===== src/rtl/rv_wb_pkg.sv =====
// rtl/rv_wb_pkg.sv - shared types and constants for the writeback port
package rv_wb_pkg;

    localparam int XLEN   = 32;
    localparam int REG_AW = 5;

    typedef struct packed {
        logic              live;
        logic [REG_AW-1:0] rd;
        logic [XLEN-1:0]   data;
    } wb_entry_t;

    function automatic logic [XLEN-1:0] rd_onehot(input logic [REG_AW-1:0] rd);
        logic [XLEN-1:0] one;
        one = {{(XLEN-1){1'b0}}, 1'b1};
        return one << rd;
    endfunction

endpackage


===== src/rtl/wb_fifo.sv =====
// rtl/wb_fifo.sv - mul/div result buffer with squash-by-rd and live destination mask
module wb_fifo
    import rv_wb_pkg::*;
#(
    parameter int DEPTH = 2
) (
    input  logic              clk,
    input  logic              rst,
    input  logic              push,
    input  logic [REG_AW-1:0] push_rd,
    input  logic [XLEN-1:0]   push_data,
    input  logic              pop,
    input  logic              squash_en,
    input  logic [REG_AW-1:0] squash_rd,
    output logic              full,
    output logic              empty,
    output wb_entry_t         head,
    output logic [XLEN-1:0]   live_rd_mask
);

    localparam int PW = (DEPTH > 1) ? $clog2(DEPTH) : 1;
    localparam int CW = PW + 1;

    wb_entry_t         mem [DEPTH];
    logic [PW-1:0]     wr_ptr;
    logic [PW-1:0]     rd_ptr;
    logic [CW-1:0]     count;
    logic [CW-1:0]     count_next;
    logic [DEPTH-1:0]  live_eff;
    logic              push_live;

    assign full  = (count == CW'(DEPTH));
    assign empty = (count == '0);

    // Live bits already reflect this cycle's squash so the mask and head agree with it.
    always_comb begin
        live_rd_mask = '0;
        for (int i = 0; i < DEPTH; i++) begin
            live_eff[i] = mem[i].live && !(squash_en && (mem[i].rd == squash_rd));
            if (live_eff[i]) begin
                live_rd_mask = live_rd_mask | rd_onehot(mem[i].rd);
            end
        end
    end

    always_comb begin
        head      = mem[rd_ptr];
        head.live = live_eff[rd_ptr] && !empty;
    end

    assign push_live = !(squash_en && (push_rd == squash_rd));

    always_comb begin
        count_next = count;
        case ({push, pop})
            2'b10:   count_next = count + CW'(1);
            2'b01:   count_next = count - CW'(1);
            default: count_next = count;
        endcase
    end

    always_ff @(posedge clk) begin
        if (rst) begin
            wr_ptr <= '0;
            rd_ptr <= '0;
            count  <= '0;
            for (int i = 0; i < DEPTH; i++) begin
                mem[i].live <= 1'b0;
            end
        end else begin
            for (int i = 0; i < DEPTH; i++) begin
                mem[i].live <= live_eff[i];
            end
            if (pop) begin
                mem[rd_ptr].live <= 1'b0;
                rd_ptr           <= rd_ptr + PW'(1);
            end
            if (push) begin
                mem[wr_ptr].live <= push_live;
                mem[wr_ptr].rd   <= push_rd;
                mem[wr_ptr].data <= push_data;
                wr_ptr           <= wr_ptr + PW'(1);
            end
            count <= count_next;
        end
    end

endmodule


===== src/rtl/wb_write_port.sv =====
// rtl/wb_write_port.sv - register file write port arbiter; WB_MD_BYPASS_EN enables empty-FIFO bypass
module wb_write_port
    import rv_wb_pkg::*;
#(
    parameter int DEPTH = 2
) (
    input  logic              clk,
    input  logic              rst,
    input  logic              pipe_valid,
    input  logic              pipe_we,
    input  logic [REG_AW-1:0] pipe_rd,
    input  logic [XLEN-1:0]   pipe_data,
    input  logic              md_valid,
    output logic              md_ready,
    input  logic [REG_AW-1:0] md_rd,
    input  logic [XLEN-1:0]   md_data,
    output logic [REG_AW-1:0] reg_write,
    output logic [XLEN-1:0]   write_data,
    output logic              writeenable,
    output logic [XLEN-1:0]   pend_mask
);

    logic      slot_busy;
    logic      fifo_full;
    logic      fifo_empty;
    wb_entry_t fifo_head;
    logic      md_accept;
    logic      md_bypass;
    logic      fifo_push;
    logic      fifo_pop;
    logic      drain;

    assign slot_busy = pipe_valid && pipe_we && (pipe_rd != '0);
    assign md_ready  = !fifo_full && !rst;
    assign md_accept = md_valid && md_ready;

`ifdef WB_MD_BYPASS_EN
    assign md_bypass = md_accept && fifo_empty && !slot_busy && (md_rd != '0);
`else
    assign md_bypass = 1'b0;
`endif

    assign fifo_push = md_accept && (md_rd != '0) && !md_bypass;

    // A squashed head leaves regardless of the slot; a live head only when the slot is free.
    assign drain    = fifo_head.live && !slot_busy;
    assign fifo_pop = !fifo_empty && (!fifo_head.live || !slot_busy);

    wb_fifo #(
        .DEPTH (DEPTH)
    ) u_fifo (
        .clk          (clk),
        .rst          (rst),
        .push         (fifo_push),
        .push_rd      (md_rd),
        .push_data    (md_data),
        .pop          (fifo_pop),
        .squash_en    (slot_busy),
        .squash_rd    (pipe_rd),
        .full         (fifo_full),
        .empty        (fifo_empty),
        .head         (fifo_head),
        .live_rd_mask (pend_mask)
    );

    always_ff @(posedge clk) begin
        if (rst) begin
            writeenable <= 1'b0;
            reg_write   <= '0;
            write_data  <= '0;
        end else if (slot_busy) begin
            writeenable <= 1'b1;
            reg_write   <= pipe_rd;
            write_data  <= pipe_data;
        end else if (drain) begin
            writeenable <= 1'b1;
            reg_write   <= fifo_head.rd;
            write_data  <= fifo_head.data;
        end else if (md_bypass) begin
            writeenable <= 1'b1;
            reg_write   <= md_rd;
            write_data  <= md_data;
        end else begin
            writeenable <= 1'b0;
        end
    end

endmodule


===== config.mk =====
export PLATFORM = sky130hd
export DESIGN_NAME = wb_write_port
export DESIGN_NICKNAME = d
export VERILOG_FILES = /design/src/rtl/rv_wb_pkg.sv /design/src/rtl/wb_fifo.sv /design/src/rtl/wb_write_port.sv
export SDC_FILE = /design/constraint.sdc
export NUM_CORES = 1
export LEC_CHECK = 0
export CORE_MARGIN = 2
export CORE_UTILIZATION = 53
export CTS_CLUSTER_SIZE = 16
export DETAILED_ROUTE_END_ITERATION = 7
export MAX_ROUTING_LAYER = met4
export PLACE_DENSITY_LB_ADDON = 0.25
export REMOVE_ABC_BUFFERS = 1
export SLEW_MARGIN = 20
export SYNTH_ARGS = -nofsm -noshare
export SYNTH_HDL_FRONTEND = slang
export SYNTH_SLANG_ARGS = --single-unit

===== constraint.sdc =====
create_clock -name clk -period 4.3 [get_ports clk]
set_input_delay 0.43 -clock clk [delete_from_list [all_inputs] [get_ports clk]]
set_output_delay 0.43 -clock clk [all_outputs]
set_load 0.05 [all_outputs]

Word level (Yosys, flattened, before mapping)
Memories as Yosys holds them, arrays and structs flattened. A register that Yosys moved wholly into a read port is not among the register bits.
Cells that the tools add are included.
Word-level totals
  flip-flop bits (word level): 42
  bits in writable memories: 76
  bits of input ports: 79
  word-level logic and storage cells: 74
  memories kept: 1
Cells by class
  add/sub/neg operators: 4
  magnitude comparators: 1
  eq/ne operators: 6
  shifts and indexed selects: 2
  mux-type cells: 24
  bitwise logic cells: 3
  reductions and logical operators: 27
Memory list
  u_fifo.mem: depth 2, bits a word 38, read ports 3, clocked after memory_dff 1, wr ports 4, RTL line wb_fifo.sv:24  | wb_entry_t mem [DEPTH];
Operator list (count)
  32-bit two-way mux: 4
  1-bit by 5-bit left shift with 32-bit output, first input constant: 2
  32-bit bitwise OR: 1
  1-bit two-way mux: 17
  5-bit equality test: 3
  1-bit logical AND: 13
  5-bit two-way mux: 2
  5-bit nonzero test: 2
  1-bit zero test: 8
  2-bit equality test, second input constant: 2
  2-bit case mux with 2 select lines: 1
  2-bit nonzero test: 2
  1-bit adder, second input constant: 2
  2-bit by 1-bit adder with 2-bit output, second input constant: 1
  2-bit by 1-bit equality test with 1-bit output, second input constant: 1
  2-bit zero test: 1
  1-bit by 2-bit less-than comparator with 1-bit output, second input constant: 1
  1-bit bitwise OR: 2
  2-bit by 1-bit subtractor with 2-bit output, second input constant: 1
  1-bit logical OR: 1

Logic depth before layout (Yosys ltp)
Gate-level depths: netlist of the first run.
  depth after elaboration: 14
  depth in mapped cells: 11
  mapped depth without buffers: 9

Modules after synthesis
From an unflattened synthesis of the first run, not the netlist that was laid out.
Second synthesis, totals
  cell total of the unflattened synthesis: 433
  area total of the unflattened synthesis: 5460.2 µm²
By module, submodules not included
  wb_fifo: instances 1, cells each 248, area each 3602.2 µm², seq. area each 2362.3 µm²
  wb_write_port: instances 1, cells each 185, area each 1858.0 µm², seq. area each 760.7 µm²

Least setup slack after synthesis of the first run
Ideal clock, no wire load.
  kind: flip-flop to flip-flop
  from: register u_fifo.count[0]
  to: memory u_fifo.mem[0][0] in the netlist's numbering, enable pin
  setup time: 0.413 ns
  arrival: 2.827 ns
  required time: 3.887 ns
  path slack: 1.060 ns
  stages on the path, launching flop included: 5
  path buffers: 1
  clock period less this slack: 3.240 ns
  cells stage by stage: dfxtp_1 inv_1 a21oi_1 and4b_1 clkbuf_1
RTL lines
  from (decl): RTL line wb_fifo.sv:27  | logic [CW-1:0] count;
  from (signal assigned): RTL line wb_fifo.sv:84  | count <= count_next;
  to (decl): RTL line wb_fifo.sv:24

Worst setup path after layout of the first run
  from: input port pipe_rd[1]
  to: output port pend_mask[21]
On the way
  longest elaborated chain between the ends: 8
  elaborated cells between the ends (all ways): 13
  classes of those cells: eq/ne: 2; mux: 2; bitwise: 1; reduce/logical: 8
Ends and longest elaborated chain
  from (decl): RTL line wb_write_port.sv:11  | input logic [REG_AW-1:0] pipe_rd,
  5-bit nonzero test: RTL line wb_write_port.sv:33  | assign slot_busy = pipe_valid && pipe_we && (pipe_rd != '0);
  1-bit logical AND: RTL line wb_write_port.sv:33
  1-bit logical AND: RTL line wb_fifo.sv:39  | live_eff[i] = mem[i].live && !(squash_en && (mem[i].rd == squash_rd));
  1-bit zero test: RTL line wb_fifo.sv:39
  1-bit logical AND: RTL line wb_fifo.sv:39
  32-bit two-way mux: RTL line wb_fifo.sv:40  | if (live_eff[i]) begin
  32-bit bitwise OR: RTL line wb_fifo.sv:41  | live_rd_mask = live_rd_mask | rd_onehot(mem[i].rd);
  32-bit two-way mux (*): RTL line wb_fifo.sv:40
  to (decl): RTL line wb_write_port.sv:20  | output logic [XLEN-1:0] pend_mask
Mark *: on every way between the ends. The rest lies on a longest branch, timed or not.

==> results.md, run 1 <==
- Mux contribution to synthesized area: 6.69%
- Slew Limit Fails: 0
- Adder-Cell Fraction of Synth Area: 0.220%
- Min Tclk post-route: 3910 ps
- Die Ht: 108 um
- Rel. slew slack: 41.1%
- Simple-gate area share of the yosys netlist: 17.5%
- Share of layout cells above drive strength 1: 7.08%
- Crit path DAT: 3480 ps
- Register area: 3120 um^2
- Pleak: 2.65 nW
- Core ar.: 10400 um^2
- CTS tree: yes
- Unrepaired setup endpoints after global routing: no
- Cell Chain, Critical Path: clkdlybuf4s50_1 -> or4_4 -> o211a_2 -> nand3_1 -> nand3_1 -> o32ai_1 -> clkdlybuf4s50_1
- CP max stage cell: clkdlybuf4s50_1
- Largest family of logic cells by synthesized area: simple AND/OR/NAND/NOR gates
- Diode count: 0
- GRT Total Usage: 26.6%
- Register area share after synthesis: 54.9%
- Sink Count: 119
- Drt pass-1 iters: 6
- Post-synth EDFFs: 74
- Area delta synth->final: 36.8%
- Nets: 731
- TNS Setup: 0 ps
- Fin crit share: 91.0%
- Crit path capture type: output pin
- TritonCTS Buffers: 17
- Worst skew pair latency: 520 ps
- Cells after DPL: 768
- I/O pins: 150
- Avg Inst Size Synth: 11.0 um^2
- Cell variety after synth: 44
- Post-Synthesis Cell Area: 5690 um^2
- CP bufs+invs: 2
- Setup violators final: 0
- Post-cts resize count: 0
- Aggregate global routing overflow: 0
- Total number of vias: 4600
- Hold/Removal Path Class: reg -> reg
- WS Path Type: in -> out
- Cell Area, Placed: 7250 um^2
- Die Area: 11600 um^2
- VDD IR max: 350 uV
- Status: finished clean
- Antenna viol nets, final: 0
- Mapped Cells: 519
- # DRC: 0
- GPL Wtd Cong: 0.871
- MaxCap Viol Count: 0
- # hold bufs at CTS: 0
- Drt initial violations: 272
- Via density: 5.75
- Rows: 37
- Non-Filler Instances: 800
- P per Cell Area: 469 nW/um^2
- CP max FO: 11
- Final hold violation count: 0
- Required time of the worst setup path: 3870 ps
- Root Driver: clkbuf_8
- Max Fclk: 0.255 GHz
- Total number of yosys warnings: 0
- H-tree depth: 4
- Chip width: 108 um
- CTS Buffer Depth: 2
- Ys flop type: edfxtp_1
- Hpwl dp: 9790 um
- Fill cells: 689
- Multi-input logic area: 2390 um^2
- Vias in the first global route: 4693
- Synthesized-area fraction occupied by xor and xnor cells: 2.77%
- Post-Route Skew: 13.6 ps
- Reg clk slew, reported paths: 50 ps
- Global-route wire length before repair: 23000 um
- Largest net degree at the start of global routing: 77
- Crit start category: input port
- Final instance area: 7770 um^2
- Seq cells post-synth: 119
- Initial antenna violation count: 0
- DRT Wirelength: 14500 um
- Worst-Margin Slew: 881 ps
- Largest stage delay on the critical path: 870 ps
- Worst path top cell family by delay: buffers and inverters
- Port Buffers: 149
- Synth Area in Compound Gates: 14.7%
- Routed len/inst: 18.1 um
- Pwr Total: 3.65 mW
- Hold Slack: 460 ps
- Initial core utilization: 54.8%
- Postcts setup bufs: 0
- Ys async rst share: 0%
-- Yosys cell counts, types with 2 or more instances --
| cell type | count | area, um^2 |
|---|---|---|
| nand3_1 | 13 | 65.1 |
| nand2b_1 | 5 | 31.3 |
| buf_1 | 3 | 11.3 |
| nor2_1 | 45 | 169 |
| xor2_1 | 9 | 78.8 |
| nand2_1 | 11 | 41.3 |
| edfxtp_1 | 74 | 2220 |
| nor2b_1 | 7 | 43.8 |
| and4_1 | 2 | 17.5 |
| and2_1 | 74 | 463 |
| o22ai_1 | 24 | 150 |
| nor3_1 | 4 | 20.0 |
| nand4_1 | 8 | 50.1 |
| a31oi_1 | 4 | 25.0 |
| mux2i_1 | 38 | 380 |
| buf_2 | 14 | 70.1 |
| dfxtp_1 | 45 | 901 |
| a21oi_1 | 39 | 195 |
| inv_1 | 3 | 11.3 |
| xnor2_1 | 9 | 78.8 |
| or3_1 | 2 | 12.5 |
| clkbuf_1 | 23 | 86.3 |
| o2bb2ai_1 | 35 | 307 |
| o32ai_1 | 8 | 70.1 |
-- registers in the layout (all words and copies together) (netlist names), named ones only --
name	flops
writeenable	1
reg_write	5
write_data	32
u_fifo.rd_ptr	1
u_fifo.count	2
u_fifo.wr_ptr	1
u_fifo.mem	76
-- metal layers --
metal / global-route usage [%] / part of all wire [%] / routed length, um / up-vias
met2: 44.6 / 52 / 7470 / 163
met1: 32.0 / 42 / 6020 / 2230
met3: 6.05 / 5.5 / 794 / 17
met5: - / 0 / 0 / -
met4: 8.52 / 1.3 / 184 / 0
li1: - / - / - / 2190
-- layout by cell type, fill, tap and decap left out, drive strengths merged, types with 2 or more instances in the layout --
cell | netlist | final
inv | 3 | 7
and2 | 74 | 74
xor2 | 9 | 9
or3 | 2 | 2
o2bb2ai | 35 | 35
edfxtp | 74 | 74
o32ai | 8 | 8
nand2b | 5 | 5
clkdlybuf4s50 | 0 | 149
xnor2 | 9 | 9
clkbuf | 23 | 19
o22ai | 24 | 24
o21ai | 2 | 2
dfxtp | 45 | 45
clkinvlp | 0 | 3
mux2i | 38 | 38
nor2b | 7 | 7
buf | 17 | 4
clkinv | 0 | 6
and4 | 2 | 2
nand4 | 8 | 8
a31oi | 4 | 4
nand2 | 11 | 11
nor2 | 46 | 46
a21oi | 39 | 39
nor3 | 5 | 5
o211ai | 2 | 2
nand3 | 13 | 13
-- final cells by class --
cell class	count	area share, %
multi-input combinational	357	30.8
inverter	3	0.145
sequential	119	40.2
clock buffer	19	5.55
tap	136	2.19
clock inverter	13	1.26
timing repair buffer	153	19.9
-- through the flow --
stage / utilization [%] / setup WS, ps
floorplan: - / 536
global placement: 69.9 / 436
detailed placement: 69.9 / 414
CTS: 75.0 / 415
global route: 75.0 / 263
finish: 75.0 / 385
-- final timing paths --
path	slack (ps)	depth (start not counted)	startpoint	to
worst min-delay path	460	1	reg_write[1]$_SDFFE_PP0P_	reg_write[1]$_SDFFE_PP0P_
worst min register to register	460	1	reg_write[1]$_SDFFE_PP0P_	reg_write[1]$_SDFFE_PP0P_
worst max register to register	1550	8	u_fifo.mem[1][34]$_DFFE_PP_	u_fifo.count[1]$_SDFFE_PP0P_
worst max-delay path	390	7	pipe_rd[1]	pend_mask[21]
-- report_power, final --
group / leakage (nW) / internal (mW) / switching (mW) / total [mW]
registers: 1.07 / 1.36 / 0.106 / 1.46
logic: 1.33 / 0.378 / 0.566 / 0.944
clock network: 0.253 / 0.727 / 0.518 / 1.24
-- cell families (layout without fill, tap and decap cells) --
kind of cell / Yosys count / count (layout)
flops: 119 / 119
simple gates: 181 / 181
mux: 38 / 38
compound gates: 119 / 119
xor+xnor: 18 / 18
buf+inv: 43 / 188
fa+ha+maj: 1 / 1
No activity file was read; power rests on OpenSTA's default activity.
==> run 2: changes to the inputs <==
--- a/config.mk
+++ b/config.mk
@@ -12,7 +12,7 @@
 export MAX_ROUTING_LAYER = met4
 export PLACE_DENSITY_LB_ADDON = 0.25
 export REMOVE_ABC_BUFFERS = 1
-export SLEW_MARGIN = 20
+export SLEW_MARGIN = 10
 export SYNTH_ARGS = -nofsm -noshare
 export SYNTH_HDL_FRONTEND = slang
 export SYNTH_SLANG_ARGS = --single-unit
==> results of run 2 <==
No change in the layout: final DEF, timing and power equal those of run 1.
==> run 3: changes to the inputs <==
--- a/config.mk
+++ b/config.mk
@@ -6,7 +6,8 @@
 export NUM_CORES = 1
 export LEC_CHECK = 0
 export CORE_MARGIN = 2
-export CORE_UTILIZATION = 53
+export CORE_UTILIZATION = 54
+export CTS_BUF_LIST = sky130_fd_sc_hd__clkbuf_4 sky130_fd_sc_hd__clkbuf_8
 export CTS_CLUSTER_SIZE = 16
 export DETAILED_ROUTE_END_ITERATION = 7
 export MAX_ROUTING_LAYER = met4
==> run 3 against run 2 <==
Fmax up 1.2%. Power down 6.8%. Setup slack better by 47 ps. Sequential share of layout area up 0.85 points. Sequential power about the same. Global-route usage down 1.3 points. Utilization down 0.90 points. Non-clock buffer count up 3. Clock skew down 3.9 ps. Critical path type unchanged. Largest power group unchanged.
==> results.md, run 3 (synthesis gave the netlist of run 1 again) <==
- TritonCTS Buffers: 17
- Hold Startpoint: reg_write[0]$_SDFFE_PP0P_
- Slew Limit Fails: 0
- Fin crit share: 89.9%
- Largest net degree at the start of global routing: 51
- Status: finished clean
- Worst skew pair latency: 420 ps
- Biggest regs: u_fifo.mem: 76 flops, write_data: 32 flops, reg_write: 5 flops
- Internal: 2.27 mW
- Power share of the clock group: 29.6%
- CTS Buffer Depth: 2
- Via density: 5.62
- Pwr Total: 3.40 mW
- CP max FO: 12
- Post-cts resize count: 0
- CP max stage cell: clkdlybuf4s50_1
- Initial antenna violation count: 0
- MaxCap Viol Count: 0
- Global-route wire length before repair: 21800 um
- Root Driver: clkbuf_8
- # hold bufs at CTS: 0
- Pleak: 2.68 nW
- I/O pins: 150
- Place WS: 444 ps
- CTS tree: yes
- Post-layout util: 74.1%
- VDD IR max: 418 uV
- Sw power: 1.14 mW
- Share of layout cells above drive strength 1: 12.3%
- Routed len/inst: 16.9 um
- # DRC: 0
- Commonest non-fill, non-tap cell in the layout: clkdlybuf4s50_1
- Postcts setup bufs: 0
- Initial core utilization: 55.3%
- Worst setup path startpoint: pipe_rd[1]
- Max FFs per register: 76
- Crit start category: input port
- DRT Wirelength: 13600 um
- Antenna viol nets, final: 0
- Die Area: 11400 um^2
- Worst r2r dst: u_fifo.count[1]$_SDFFE_PP0P_
- Hold Slack: 464 ps
- Critical Path End: pend_mask[0]
- Crit path capture type: output pin
- Total number of vias: 4518
- Post-Route Skew: 9.73 ps
- Crit path DAT: 3440 ps
- Fill cells: 745
- Final Worst Setup Slack: 433 ps
- Sink Count: 119
- GPL Wtd Cong: 0.879
- Aggregate global routing overflow: 0
- P per Cell Area: 447 nW/um^2
- GRT Total Usage: 25.3%
- Setup violators final: 0
- Hold/Removal Path Class: reg -> reg
- Final hold violation count: 0
- Core ar.: 10300 um^2
- Unrepaired setup endpoints after global routing: no
- RR Startpoint: u_fifo.mem[1][34]$_DFFE_PP_
- Max Fclk: 0.259 GHz
- Required time of the worst setup path: 3870 ps
- Reg clk slew, reported paths: 70 ps
- Port Buffers: 149
- Reg power frac: 42.7%
- Switching share of power: 33.4%
- Vias in the first global route: 4470
- Crit path top cell by count: clkdlybuf4s50_1
- Cell Chain, Critical Path: clkdlybuf4s50_1 -> or4_4 -> o211ai_4 -> nor3_2 -> or3_1 -> o22ai_1 -> clkdlybuf4s50_1
- R2R setup slack: 1520 ps
- CP bufs+invs: 2
- Min Tclk post-route: 3870 ps
- Worst-Margin Slew: 899 ps
- Commonest cells after routing, fill and taps aside: clkdlybuf4s50_1 (118), and2_1 (74), edfxtp_1 (74)
- Worst path top cell family by delay: buffers and inverters
- Worst r2r path cells: 8
- Drt pass-1 iters: 5
- Rows: 37
- Chip width: 107 um
- TNS Setup: 0 ps
- Biggest register: u_fifo.mem
- WS Path Type: in -> out
- CP Depth: 7
- Comb pwr share: 27.8%
- Largest stage delay on the critical path: 830 ps
- Drt initial violations: 259
- H-tree depth: 4
- Nets: 734
- Hpwl dp: 9360 um
- Rel. slew slack: 40.1%
- Area delta synth->final: 33.9%
- Die Ht: 107 um
==> run 3: layout make-up <==
class	instances	area, um^2	share of cell area [%]
diodes	1	2.50	0.0329
clock buffers	18	248	3.25
inverters	3	11.3	0.148
flip-flops and latches	119	3120	41.0
repair buffers	156	1520	19.9
well taps	136	170	2.24
multi-input cells	357	2390	31.4
clock inverters	14	150	1.97
==> run 3: worst min path at each step <==
stage / end / slack [ps] / cells past startpoint
after CTS: reg_write[0]$_SDFFE_PP0P_ / 470 / 1
after floorplan: u_fifo.count[1]$_SDFFE_PP0P_ / 480 / 2
final: reg_write[0]$_SDFFE_PP0P_ / 460 / 1
after detailed placement: write_data[15]$_SDFFE_PP0P_ / 450 / 1
after global routing: write_data[28]$_SDFFE_PP0P_ / 480 / 1
after global placement: write_data[25]$_SDFFE_PP0P_ / 440 / 1
==> run 3: metrics by stage <==
step                      cell area, um^2  instances
final                                7610        804
after global routing                 7610        803
after CTS                            7610        803
after detailed placement             7210        771
after global placement               7210        771
after floorplan                      5520        479
==> run 3: routing by layer <==
layer | global-route usage, % | wire length (um) | up-vias | share of wire [%]
li1 | - | - | 2190 | -
met1 | 31.2 | 5650 | 2170 | 42
met2 | 41.9 | 7010 | 150 | 52
met3 | 5.90 | 806 | 8 | 5.9
met4 | 7.33 | 101 | 0 | 0.74
met5 | - | 0 | - | 0
==> run 3: power groups by stage <==
stage / Clock, mW / Combinational [mW] / Sequential, mW
floorplan: 0 / 0.392 / 1.69
global placement: 0 / 0.927 / 1.47
detailed placement: 0 / 0.943 / 1.47
CTS: 1.02 / 0.950 / 1.45
global route: 1.08 / 1.02 / 1.47
finish: 1.01 / 0.945 / 1.45
